**src/rtl/half_adder_pkg.sv**
```systemverilog
// half_adder_pkg: shared defaults and counter saturation limit for the half adder slice.
package half_adder_pkg;
    localparam int DEF_WIDTH = 1;
    localparam int DEF_CNT_W = 16;
    // Shifting by 64 wraps to zero, so the subtraction still yields all-ones.
    function automatic logic [63:0] cnt_max(input int w);
        return (64'd1 << w) - 64'd1;
    endfunction
    localparam logic [DEF_CNT_W-1:0] CNT_MAX = DEF_CNT_W'(cnt_max(DEF_CNT_W));
endpackage

```
**src/rtl/half_adder_bit.sv**
```systemverilog
// half_adder_bit: single-lane dataflow half adder.
module half_adder_bit (
    input  logic a,
    input  logic b,
    output logic s,
    output logic c
);
    assign s = a ^ b;
    assign c = a & b;
endmodule

```
**src/rtl/half_adder_df.sv**
```systemverilog
// half_adder_df: multi-lane half adder with combinational and registered outputs
// plus a saturating count of enabled carry cycles.
module half_adder_df
    import half_adder_pkg::*;
#(
    parameter int WIDTH = DEF_WIDTH,
    parameter int CNT_W = DEF_CNT_W
) (
    input  logic             clk,
    input  logic             rst_n,
    input  logic             en,
    input  logic [WIDTH-1:0] A,
    input  logic [WIDTH-1:0] B,
    output logic [WIDTH-1:0] Cout,
    output logic [WIDTH-1:0] S,
    output logic [WIDTH-1:0] Cout_q,
    output logic [WIDTH-1:0] S_q,
    output logic [CNT_W-1:0] carry_cnt
);
    localparam logic [CNT_W-1:0] W_CNT_MAX = CNT_W'(cnt_max(CNT_W));
    logic [WIDTH-1:0] r_s;
    logic [WIDTH-1:0] r_c;
    logic [CNT_W-1:0] r_cnt;
    logic             w_inc;
    for (genvar i = 0; i < WIDTH; i++) begin : g_lane
        half_adder_bit u_bit (.a(A[i]), .b(B[i]), .s(S[i]), .c(Cout[i]));
    end
    assign w_inc = en && (|Cout) && (r_cnt != W_CNT_MAX);
    always_ff @(posedge clk or negedge rst_n) begin
        if (!rst_n) begin
            r_s   <= '0;
            r_c   <= '0;
            r_cnt <= '0;
        end else begin
            if (en) begin
                r_s <= S;
                r_c <= Cout;
            end
            if (w_inc) r_cnt <= r_cnt + 1'b1;
        end
    end
    assign S_q       = r_s;
    assign Cout_q    = r_c;
    assign carry_cnt = r_cnt;
endmodule

```
**config.mk**
```make
export PLATFORM = sky130hd
export DESIGN_NAME = half_adder_df
export DESIGN_NICKNAME = d
export VERILOG_FILES = /design/src/rtl/half_adder_pkg.sv /design/src/rtl/half_adder_bit.sv /design/src/rtl/half_adder_df.sv
export SDC_FILE = /design/constraint.sdc
export NUM_CORES = 1
export LEC_CHECK = 0
export CAP_MARGIN = 30
export CELL_PAD_IN_SITES_DETAIL_PLACEMENT = 1
export CELL_PAD_IN_SITES_GLOBAL_PLACEMENT = 2
export CORE_ASPECT_RATIO = 2
export CORE_MARGIN = 1
export CORE_UTILIZATION = 31
export DETAILED_ROUTE_END_ITERATION = 8
export MAX_ROUTING_LAYER = met4
export PLACE_DENSITY = 0.88
export SLEW_MARGIN = 5
export SYNTH_ARGS = -nofsm -noshare
export SYNTH_HDL_FRONTEND = slang
export SYNTH_SLANG_ARGS = --single-unit
```
**constraint.sdc**
```tcl
create_clock -name clk -period 4.75 [get_ports clk]
set_clock_uncertainty 0.05 [all_clocks]
set_input_delay 0.7125 -clock clk [delete_from_list [all_inputs] [get_ports clk]]
set_output_delay 0.7125 -clock clk [all_outputs]
set_load 0.03 [all_outputs]
```
# Yosys cells after proc, flatten, opt, wreduce, memory -nomap -nowiden
# Index checks and enable logic that the tools add are counted.
dict set report classes {
  add_sub_neg 1
  reduce_logical 2
  n_eq_ne 1
  n_bitwise 2
}
# operator count
set op_table {}
lappend op_table {{$add A16 B1 Y16 const B} 1}
lappend op_table {{$ne A16 B16 Y1 const B} 1}
lappend op_table {{$logic_and A1 B1 Y1} 2}
lappend op_table {{$and A1 B1 Y1} 1}
lappend op_table {{$xor A1 B1 Y1} 1}
dict set report totals {
  in_bits 5
  reg_bits 18
  out_inout_bits 20
}

# Depth between registers and ports, before layout
# Gate-level depths: netlist of the first run.
dict set report depth {
  depth_word 3
  ltp_mapped 5
  mapped_depth_nobuf 5
}

# Hierarchy
# A second synthesis of the first run with hierarchy kept.
dict set report hier_totals {
  cells_unflattened 78
  area_unflattened_um2 920.9
}
# module n_inst cells_each area_each_um2 seq_area_each_um2
set modules_own_cells {}
lappend modules_own_cells {half_adder_df 1 77 908.4 450.4}
lappend modules_own_cells {half_adder_bit 1 1 12.5 0.0}

# Worst setup path before layout of the first run
# Ideal clock, no wire load.
dict set report synth_timing {
  path_type {input port to flip-flop}
  start {in A}
  end {reg r_cnt[15] (netlist: carry_cnt[15])}
  t_arrival_ns 2.174
  stages 5
  setup_ns 0.080
  path_buffers 0
  required_ns 4.620
  path_slack_ns 2.446
  path_cell_list {ha_1 -> nand2_1 -> or4_4 -> nor4b_2 -> xor2_1}
}
dict set report synth_via {
  elab_chain_len 3
}
# element line
set synth_lines {}
lappend synth_lines {{from (decl)} half_adder_df.sv:12} ;# input logic [WIDTH-1:0] A,
lappend synth_lines {{$and A1 B1 Y1} half_adder_bit.sv:9} ;# assign c = a & b;
lappend synth_lines {{$logic_and A1 B1 Y1 (2 in a row)} half_adder_df.sv:28} ;# assign w_inc = en && (|Cout) && (r_cnt != W_CNT_MAX);
lappend synth_lines {{to (signal assigned)} half_adder_df.sv:39} ;# if (w_inc) r_cnt <= r_cnt + 1'b1;
lappend synth_lines {{to (decl)} half_adder_df.sv:23} ;# logic [CNT_W-1:0] r_cnt;
# No other way between the ends.
# A chain may end at the register's enable or synchronous reset.

# Worst setup path in the final report of the first run
dict set report layout_timing {
  start {in A}
  end {out S}
}
dict set report layout_via {
  elab_chain_len 1
}
# element line
set layout_lines {}
lappend layout_lines {{$xor A1 B1 Y1} half_adder_bit.sv:8} ;# assign s = a ^ b;
lappend layout_lines {{to (decl)} half_adder_df.sv:15} ;# output logic [WIDTH-1:0] S,
# No other way between the ends.

==> results of run 1 <==
power breakdown:
part	internal, mW	switching (mW)
logic	0.0668	0.0854
clock network	0.0735	0.0504
registers	0.177	0.0395
cells in the final DEF (no fill, tap or decap):
master	netlist	layout
sky130_fd_sc_hd__ha_1	2	2
sky130_fd_sc_hd__nand4_1	4	4
sky130_fd_sc_hd__nor4b_2	1	1
sky130_fd_sc_hd__or4_4	1	1
sky130_fd_sc_hd__and3_1	1	1
sky130_fd_sc_hd__nor4_1	2	2
sky130_fd_sc_hd__xnor2_1	2	2
sky130_fd_sc_hd__a41oi_1	1	1
sky130_fd_sc_hd__nor3_1	5	5
sky130_fd_sc_hd__and4_1	1	1
sky130_fd_sc_hd__nor2_1	5	5
sky130_fd_sc_hd__and2_1	1	1
sky130_fd_sc_hd__nand2_1	7	7
sky130_fd_sc_hd__clkbuf_8	0	4
sky130_fd_sc_hd__xor2_1	10	10
sky130_fd_sc_hd__mux2_2	3	3
sky130_fd_sc_hd__dfrtp_1	18	18
sky130_fd_sc_hd__nand4b_1	1	1
sky130_fd_sc_hd__clkdlybuf4s50_1	0	24
sky130_fd_sc_hd__a31oi_1	1	1
sky130_fd_sc_hd__o311ai_0	1	1
sky130_fd_sc_hd__inv_1	1	1
sky130_fd_sc_hd__nor4_4	1	1
sky130_fd_sc_hd__nand4_4	1	1
sky130_fd_sc_hd__o21ai_0	1	1
sky130_fd_sc_hd__a21oi_1	2	2
sky130_fd_sc_hd__nand3_1	3	3
layer usage:
layer | up-vias | track usage | part of all wire
met1 | 347 | 0.215 | 0.40
met2 | 12 | 0.257 | 0.56
met4 | 0 | 0.0414 | 0.011
met3 | 2 | 0.0173 | 0.025
met5 | - | - | 0
li1 | 335 | - | -
worst paths after layout:
check                                     startpoint  cells after the start                   endpoint
min                        carry_cnt[15]$_DFFE_PN0P_                      1  carry_cnt[15]$_DFFE_PN0P_
max reg2reg                 carry_cnt[8]$_DFFE_PN0P_                      4  carry_cnt[14]$_DFFE_PN0P_
max in group asynchronous                      rst_n                      1  carry_cnt[13]$_DFFE_PN0P_
min in group asynchronous                      rst_n                      1         Cout_q$_DFFE_PN0P_
min reg2reg                carry_cnt[15]$_DFFE_PN0P_                      1  carry_cnt[15]$_DFFE_PN0P_
max                                                A                      3                          S
cell families (layout without fill, tap and decap cells):
kind of cell,count (synthesis),in the layout,synth area share
AO/OA/AOI/OAI,6,6,0.0442
XOR/XNOR,12,12,0.120
adder cells (fa/ha/maj),2,2,0.0285
buffers and inverters,1,29,0.00427
flip-flops,18,18,0.513
multiplexers,3,3,0.0385
AND/OR/NAND/NOR,34,34,0.252
through the flow:
step | total power [mW] | hold WS [ns] | cells
CTS | 0.498 | 0.450 | 133
finish | 0.492 | 0.450 | 133
global route | 0.516 | 0.484 | 133
global placement | 0.366 | 0.433 | 129
detailed placement | 0.372 | 0.436 | 129
floorplan | 0.299 | 0.367 | 76
flip-flops by register name (all words and copies together) (netlist names):
name	count
Cout_q	1
S_q	1
carry_cnt	16
worst max-delay path: stages:
cell                              delay, ns
sky130_fd_sc_hd__clkdlybuf4s50_1       0.41
sky130_fd_sc_hd__ha_1                  0.29
sky130_fd_sc_hd__clkdlybuf4s50_1       0.67
cell type report:
type / count / share of cell area
flip-flops and latches: 18 / 0.372
repair buffers: 24 / 0.199
well taps: 29 / 0.0300
inverters: 1 / 0.00310
multi-input cells: 57 / 0.351
clock buffers: 4 / 0.0455
==> results.json, run 1 <==
{
  "worstPathMaxFanout": 2,
  "finalHoldViolations": 0,
  "cts_tree": "done",
  "layout-drive-gt1-share": 0.106,
  "worst_setup_hold_path_clk_slew_ns": 0.07,
  "dpl-instance-area_um2": 1150,
  "worst-setup-path-type": "in2out",
  "worst_slew_margin_rel": 0.432,
  "cts_repair_resize_count": 0,
  "most_used_standard_cell_by_instance_count_after_synthesis": "sky130_fd_sc_hd__dfrtp_1",
  "grt_pass1_vias": 712,
  "avgRoutedWirePerCell_um": 15.3,
  "synth_edf_count": 0,
  "design.core.area_um2": 2740,
  "post_syn_area_um2": 878,
  "dp_worst_setup_slack_ns": 1.89,
  "io_pins": 25,
  "placement_rows": 27,
  "die_width_um": 39.6,
  "setup-tns-final_ns": 0,
  "dominantRegCellSynth": "sky130_fd_sc_hd__dfrtp_1",
  "flow.area_growth_from_synthesis_pct": 37.7,
  "initial_core_util": 0.321,
  "grt_max_degree": 19,
  "cts_max_path_buffers": 2,
  "final_core_utilization": 0.442,
  "postSynthRegisterBits": 18,
  "initial_antenna_violation_count": 0,
  "total_nets_final": 112,
  "end_kind": "primary output",
  "total_of_fill_cells_in_the_finished_design": 294,
  "drtAntennaViolNets": 0,
  "portBuffers": 24,
  "drc_errors": 0,
  "detailedPlacementHpwl_um": 1550,
  "detailedRoute.firstIterationViolations": 14,
  "clock_insertion_delay_worst_skew_ns": 0.25,
  "finalCriticalPeriod_ns": 2.85,
  "ys_types": 25,
  "vias": 696,
  "die-height_um": 77.3,
  "maxClockFrequency_mhz": 351,
  "grt_usage": 0.163,
  "yosysTopAreaCell": "sky130_fd_sc_hd__dfrtp_1",
  "outcome": "finished clean",
  "post_cts_buffers": 0,
  "htree_num_levels": 1,
  "vias_per_cell": 5.23,
  "powerDensity_nw_per_um2": 407,
  "setup_violations": 0,
  "postSynthAreaPerCell_um2": 11.6,
  "syn_inst": 76,
  "synth.net_count": 83,
  "unrepaired_setup_endpoints_after_global_routing": "false",
  "yosysTopAreaCellShare": 0.513,
  "final_max_slew_violation_count": 0,
  "min_path_type": "reg2reg",
  "worstPathArrival_ns": 2.09,
  "tightest_slew_ns": 0.842,
  "drt-total-wl_um": 2030,
  "synth_sequential_area_ratio": 0.513,
  "final_design_area_no_fill_um2": 1210,
  "gp_congestion": 0.748,
  "diodes_inserted": 0,
  "drt_first_pass_iters": 4,
  "power.static_leakage_nw": 0.542,
  "grt_pass1_wl_um": 3510,
  "synth.top_cells.by_area": "sky130_fd_sc_hd__dfrtp_1 51%, sky130_fd_sc_hd__xor2_1 10%, sky130_fd_sc_hd__mux2_2 3.8%, sky130_fd_sc_hd__nand2_1 3.0%, sky130_fd_sc_hd__ha_1 2.8%",
  "worst_setup_path_start_kind": "input pin",
  "final_critical_path_setup_slack_ns": 1.90,
  "timing.final.crit_share": 0.600,
  "global_route.overflow_total": 0,
  "synth_top_cells_by_count": "18 x sky130_fd_sc_hd__dfrtp_1, 10 x sky130_fd_sc_hd__xor2_1, 7 x sky130_fd_sc_hd__nand2_1, 5 x sky130_fd_sc_hd__nor2_1, 5 x sky130_fd_sc_hd__nor3_1",
  "crit_required_ns": 3.99,
  "vdd_drop_max_v": 0.000291,
  "die_area_um2": 3060,
  "asyncSetResetFlopFracSynth": 1.00,
  "ctsRootBufferMaster": "sky130_fd_sc_hd__clkbuf_8",
  "cts_buffers": 3,
  "maxCapViolations": 0,
  "multi_input_comb_area_um2": 424,
  "layout.area.seq_um2": 450,
  "cts_hold_buf": 0,
  "ff2ff_setup_slack_ns": 2.76,
  "cts_sinks": 18,
  "ys.warnings.count": 0
}
Note: power is estimated with default switching activity, not from simulation.
==> run 2: changes to the inputs <==
--- a/config.mk
+++ b/config.mk
@@ -10,10 +10,10 @@
 export CELL_PAD_IN_SITES_GLOBAL_PLACEMENT = 2
 export CORE_ASPECT_RATIO = 2
 export CORE_MARGIN = 1
-export CORE_UTILIZATION = 31
+export CORE_UTILIZATION = 29
 export DETAILED_ROUTE_END_ITERATION = 8
 export MAX_ROUTING_LAYER = met4
-export PLACE_DENSITY = 0.88
+export PLACE_DENSITY = 0.83
 export SLEW_MARGIN = 5
 export SYNTH_ARGS = -nofsm -noshare
 export SYNTH_HDL_FRONTEND = slang
==> constraint.sdc (replaced) <==
create_clock -name clk -period 2.85 [get_ports clk]
set_clock_uncertainty 0.05 [all_clocks]
set_input_delay 0.4275 -clock clk [delete_from_list [all_inputs] [get_ports clk]]
set_output_delay 0.4275 -clock clk [all_outputs]
set_load 0.03 [all_outputs]
==> results.json, run 2 (synthesis gave the netlist of run 1 again) <==
{
  "outcome": "finished clean",
  "setup_violations": 0,
  "grt_max_degree": 19,
  "placement_rows": 27,
  "portBuffers": 24,
  "power.static_leakage_nw": 0.542,
  "timing.critical_path.max_delay_family": "buffers and inverters",
  "drt-total-wl_um": 1980,
  "global_route.overflow_total": 0,
  "cp_cell_sequence": "clkdlybuf4s50_1 > ha_1 > clkdlybuf4s50_1",
  "initial_antenna_violation_count": 0,
  "min_path_type": "reg2reg",
  "die_width_um": 40.9,
  "maxCapViolations": 0,
  "slowest_delay_ns": 0.68,
  "timing.hold.ws_ns": 0.451,
  "post_layout_nonfiller_instances": 133,
  "timing.critical_path.from": "B",
  "total_nets_final": 112,
  "worst_r2r_endpoint": "carry_cnt[14]$_DFFE_PN0P_",
  "vias_per_cell": 5.20,
  "unrepaired_setup_endpoints_after_global_routing": "false",
  "drtAntennaViolNets": 0,
  "worstPathMaxFanout": 2,
  "post_cts_buffers": 0,
  "timing.critical_path.to": "S",
  "setup-tns-final_ns": 0,
  "worst_setup_hold_path_clk_slew_ns": 0.07,
  "cts_max_path_buffers": 2,
  "path_common_cell": "sky130_fd_sc_hd__clkdlybuf4s50_1",
  "min-delay-start": "carry_cnt[15]$_DFFE_PN0P_",
  "io_pins": 25,
  "end_kind": "primary output",
  "timing.critical_path.buf_inv": 2,
  "grt_pass1_vias": 718,
  "crit_required_ns": 2.37,
  "total_of_fill_cells_in_the_finished_design": 309,
  "tightest_slew_ns": 0.813,
  "vdd_drop_max_v": 0.000382,
  "diodes_inserted": 0,
  "worst_slew_margin_rel": 0.456,
  "die-height_um": 79.8,
  "layout.cells.most_common_list": "24 x sky130_fd_sc_hd__clkdlybuf4s50_1, 18 x sky130_fd_sc_hd__dfrtp_1, 10 x sky130_fd_sc_hd__xor2_1",
  "grt_pass1_wl_um": 3300,
  "flow.area_growth_from_synthesis_pct": 37.7,
  "final_design_area_no_fill_um2": 1210,
  "detailedRoute.firstIterationViolations": 4,
  "worst_setup_path_start_kind": "input pin",
  "htree_num_levels": 1,
  "powerDensity_nw_per_um2": 679,
  "timing.final.crit_share": 0.802,
  "design.core.area_um2": 2800,
  "dpl-instance-area_um2": 1150,
  "drt_first_pass_iters": 5,
  "detailedPlacementHpwl_um": 1500,
  "worst-setup-path-type": "in2out",
  "cts_buffers": 3,
  "cts_sinks": 18,
  "cts_hold_buf": 0,
  "final_core_utilization": 0.432,
  "drc_errors": 0,
  "largest_register_ff_count": 16,
  "ff2ff_setup_slack_ns": 0.93,
  "worstPathArrival_ns": 1.81,
  "layout-drive-gt1-share": 0.106,
  "cts_tree": "done",
  "grt_usage": 0.149,
  "final_max_slew_violation_count": 0,
  "avgRoutedWirePerCell_um": 14.9,
  "vias": 692,
  "reg2regPathDepth": 4,
  "critical_path_cell_count": 3,
  "ctsRootBufferMaster": "sky130_fd_sc_hd__clkbuf_8",
  "gp_congestion": 0.754,
  "finalHoldViolations": 0,
  "initial_core_util": 0.313,
  "finalCriticalPeriod_ns": 2.28,
  "layout.cells.most_common": "sky130_fd_sc_hd__clkdlybuf4s50_1",
  "worst_path_max_delay_cell": "sky130_fd_sc_hd__clkdlybuf4s50_1",
  "maxClockFrequency_mhz": 438,
  "cts_repair_resize_count": 0,
  "place_inst": 129,
  "die_area_um2": 3270,
  "reg2reg_from": "carry_cnt[8]$_DFFE_PN0P_",
  "clock_insertion_delay_worst_skew_ns": 0.25
}
==> run 2: cell counts in the layout (fill, tap and decap cells not counted) <==
No cell type changed its count.
==> run 2: cell type report <==
class | count | area (um2) | share of cell area
Sequential cell | 18 | 450 | 0.372
Inverter | 1 | 3.75 | 0.00310
Multi-Input combinational cell | 57 | 424 | 0.351
Tap cell | 29 | 36.3 | 0.0300
Clock buffer | 4 | 55.1 | 0.0455
Timing Repair Buffer | 24 | 240 | 0.199
==> run 2: how the worst min path moves through the flow <==
| stage | endpoint | slack, ns | cells past startpoint |
|---|---|---|---|
| finish | carry_cnt[15]$_DFFE_PN0P_ | 0.45 | 1 |
| global route | carry_cnt[15]$_DFFE_PN0P_ | 0.49 | 1 |
| CTS | carry_cnt[15]$_DFFE_PN0P_ | 0.46 | 1 |
| detailed placement | carry_cnt[15]$_DFFE_PN0P_ | 0.44 | 1 |
| global placement | S_q$_DFFE_PN0P_ | 0.44 | 1 |
| floorplan | Cout_q$_DFFE_PN0P_ | 0.08 | 0 |
==> run 2: per-stage QoR <==
step / power [mW] / setup WS [ns]
finish: 0.821 / 0.565
global route: 0.865 / 0.512
CTS: 0.830 / 0.558
global placement: 0.611 / 0.563
detailed placement: 0.617 / 0.519
floorplan: 0.498 / 0.831
==> run 2: where the power goes <==
group          total [mW]  internal [mW]  switching (mW)
combinational       0.252          0.112           0.140
sequential          0.359          0.295          0.0637
clock               0.211          0.123          0.0879
total               0.821          0.529           0.292
==> run 2: per-layer routing <==
metal	GRT usage	up-vias	part of all wire
met5	-	-	0
met4	0.0900	0	0.026
met3	0.0167	4	0.024
met2	0.236	12	0.55
met1	0.165	343	0.39
li1	-	333	-
==> run 3: changes to the inputs <==
==> constraint.sdc (replaced) <==
create_clock -name clk -period 2.16 [get_ports clk]
set_clock_uncertainty 0.05 [all_clocks]
set_input_delay 0.324 -clock clk [delete_from_list [all_inputs] [get_ports clk]]
set_output_delay 0.324 -clock clk [all_outputs]
set_load 0.03 [all_outputs]
==> results.json, run 3 (synthesis gave the netlist of run 1 again) <==
{
  "outcome": "finished clean",
  "worstPathMaxFanout": 2,
  "die-height_um": 79.8,
  "grt_usage": 0.157,
  "dp_worst_setup_slack_ns": -0.0511,
  "vdd_drop_max_v": 0.000654,
  "htree_num_levels": 1,
  "layout.cells.most_common": "sky130_fd_sc_hd__clkdlybuf4s50_1",
  "final_critical_path_setup_slack_ns": 0.100,
  "vias": 727,
  "crit_required_ns": 1.79,
  "setup_violations": 0,
  "cts_max_path_buffers": 2,
  "seq_power_share": 0.432,
  "global_route.overflow_total": 0,
  "detailedPlacementHpwl_um": 1680,
  "layout.cells.most_common_list": "24 x sky130_fd_sc_hd__clkdlybuf4s50_1, 18 x sky130_fd_sc_hd__dfrtp_1, 10 x sky130_fd_sc_hd__xor2_1",
  "drtAntennaViolNets": 0,
  "unrepaired_setup_endpoints_after_global_routing": "false",
  "timing.final.crit_share": 0.954,
  "die_width_um": 40.9,
  "setup-tns-final_ns": 0,
  "gp_congestion": 0.757,
  "cts_hold_buf": 0,
  "post_cts_buffers": 0,
  "worst_slew_margin_rel": 0.649,
  "placement_rows": 27,
  "design.core.area_um2": 2800,
  "power_switching_share": 0.359,
  "worst-setup-path-type": "in2out",
  "grt_max_degree": 19,
  "maxCapViolations": 0,
  "cell_int_power_uw": 702,
  "initial_core_util": 0.313,
  "largest_register_ff_count": 16,
  "finalHoldViolations": 0,
  "total_nets_final": 118,
  "cts_buffers": 3,
  "finalCriticalPeriod_ns": 2.06,
  "worst_setup_hold_path_clk_slew_ns": 0.07,
  "portBuffers": 24,
  "worstPathArrival_ns": 1.69,
  "diodes_inserted": 0,
  "final_max_slew_violation_count": 0,
  "powerDensity_nw_per_um2": 873,
  "detailedRoute.firstIterationViolations": 8,
  "flow.area_growth_from_synthesis_pct": 42.9,
  "drt_first_pass_iters": 3,
  "grt_pass1_wl_um": 3430,
  "layout-drive-gt1-share": 0.155,
  "io_pins": 25,
  "clock_insertion_delay_worst_skew_ns": 0.26,
  "worst_setup_path_start_kind": "input pin",
  "grt_pass1_vias": 765,
  "power.static_leakage_nw": 0.570,
  "die_area_um2": 3270,
  "end_kind": "primary output",
  "clock_network_fraction_of_total_power": 0.260,
  "vias_per_cell": 5.23,
  "cts_sinks": 18,
  "drc_errors": 0,
  "maxClockFrequency_mhz": 485,
  "tightest_slew_ns": 0.521,
  "min_path_type": "in2async",
  "cts_repair_resize_count": 0,
  "drt-total-wl_um": 2110,
  "ctsRootBufferMaster": "sky130_fd_sc_hd__clkbuf_8",
  "avgRoutedWirePerCell_um": 15.2,
  "initial_antenna_violation_count": 0,
  "p_switching_uw": 394,
  "pwr-share-comb": 0.308,
  "cts_tree": "done"
}
-- run 3: cell types whose count changed in the layout (fill, tap and decap cells not counted), sizes merged --
cell	previous run	this run
buf	0	6
-- run 3: layout make-up --
cell class,instances,area [um2]
Clock buffer,4,55.1
Fill cell,324,1550
Inverter,1,3.75
Multi-Input combinational cell,57,424
Sequential cell,18,450
Tap cell,29,36.3
Timing Repair Buffer,30,285
-- run 3: routing by layer --
metal,GRT usage,part of all wire,vias up
met5,-,0,-
met3,0.0251,0.023,4
met1,0.161,0.37,366
met2,0.263,0.59,12
li1,-,-,345
met4,0.0800,0.019,0
-- run 3: power groups by stage --
stage / sequential [mW] / combinational, mW / clock [mW]
2_1_floorplan: 0.568 / 0.0893 / 0
3_3_place_gp: 0.477 / 0.334 / 0
3_5_place_dp: 0.479 / 0.341 / 0
4_1_cts: 0.474 / 0.342 / 0.288
5_1_grt: 0.490 / 0.361 / 0.305
6_report: 0.473 / 0.337 / 0.285
-- run 3: worst paths after layout --
path / from / end / slack, ns / depth (start not counted)
max: B / S / 0.10 / 3
min: rst_n / carry_cnt[11]$_DFFE_PN0P_ / 0.34 / 2
max reg2reg: carry_cnt[8]$_DFFE_PN0P_ / carry_cnt[6]$_DFFE_PN0P_ / 0.31 / 5
min reg2reg: carry_cnt[14]$_DFFE_PN0P_ / carry_cnt[14]$_DFFE_PN0P_ / 0.47 / 1
max in group asynchronous: rst_n / S_q$_DFFE_PN0P_ / 1.52 / 2
min in group clk: carry_cnt[14]$_DFFE_PN0P_ / carry_cnt[14]$_DFFE_PN0P_ / 0.47 / 1
-- run 3: critical path, stage by stage --
cell and delay, ns:
sky130_fd_sc_hd__clkdlybuf4s50_1 0.41, sky130_fd_sc_hd__ha_1 0.29, sky130_fd_sc_hd__clkdlybuf4s50_1 0.67
-- run 3: through the flow --
stage / util / power, mW / instances / area [um2] / hold WS (ns)
6_report: 0.448 / 1.10 / 139 / 1250 / 0.339
5_1_grt: 0.448 / 1.16 / 139 / 1250 / 0.367
4_1_cts: 0.448 / 1.10 / 139 / 1250 / 0.355
3_5_place_dp: 0.428 / 0.820 / 135 / 1200 / 0.458
3_3_place_gp: 0.428 / 0.811 / 135 / 1200 / 0.433
2_1_floorplan: - / 0.658 / 76 / 878 / -0.0216
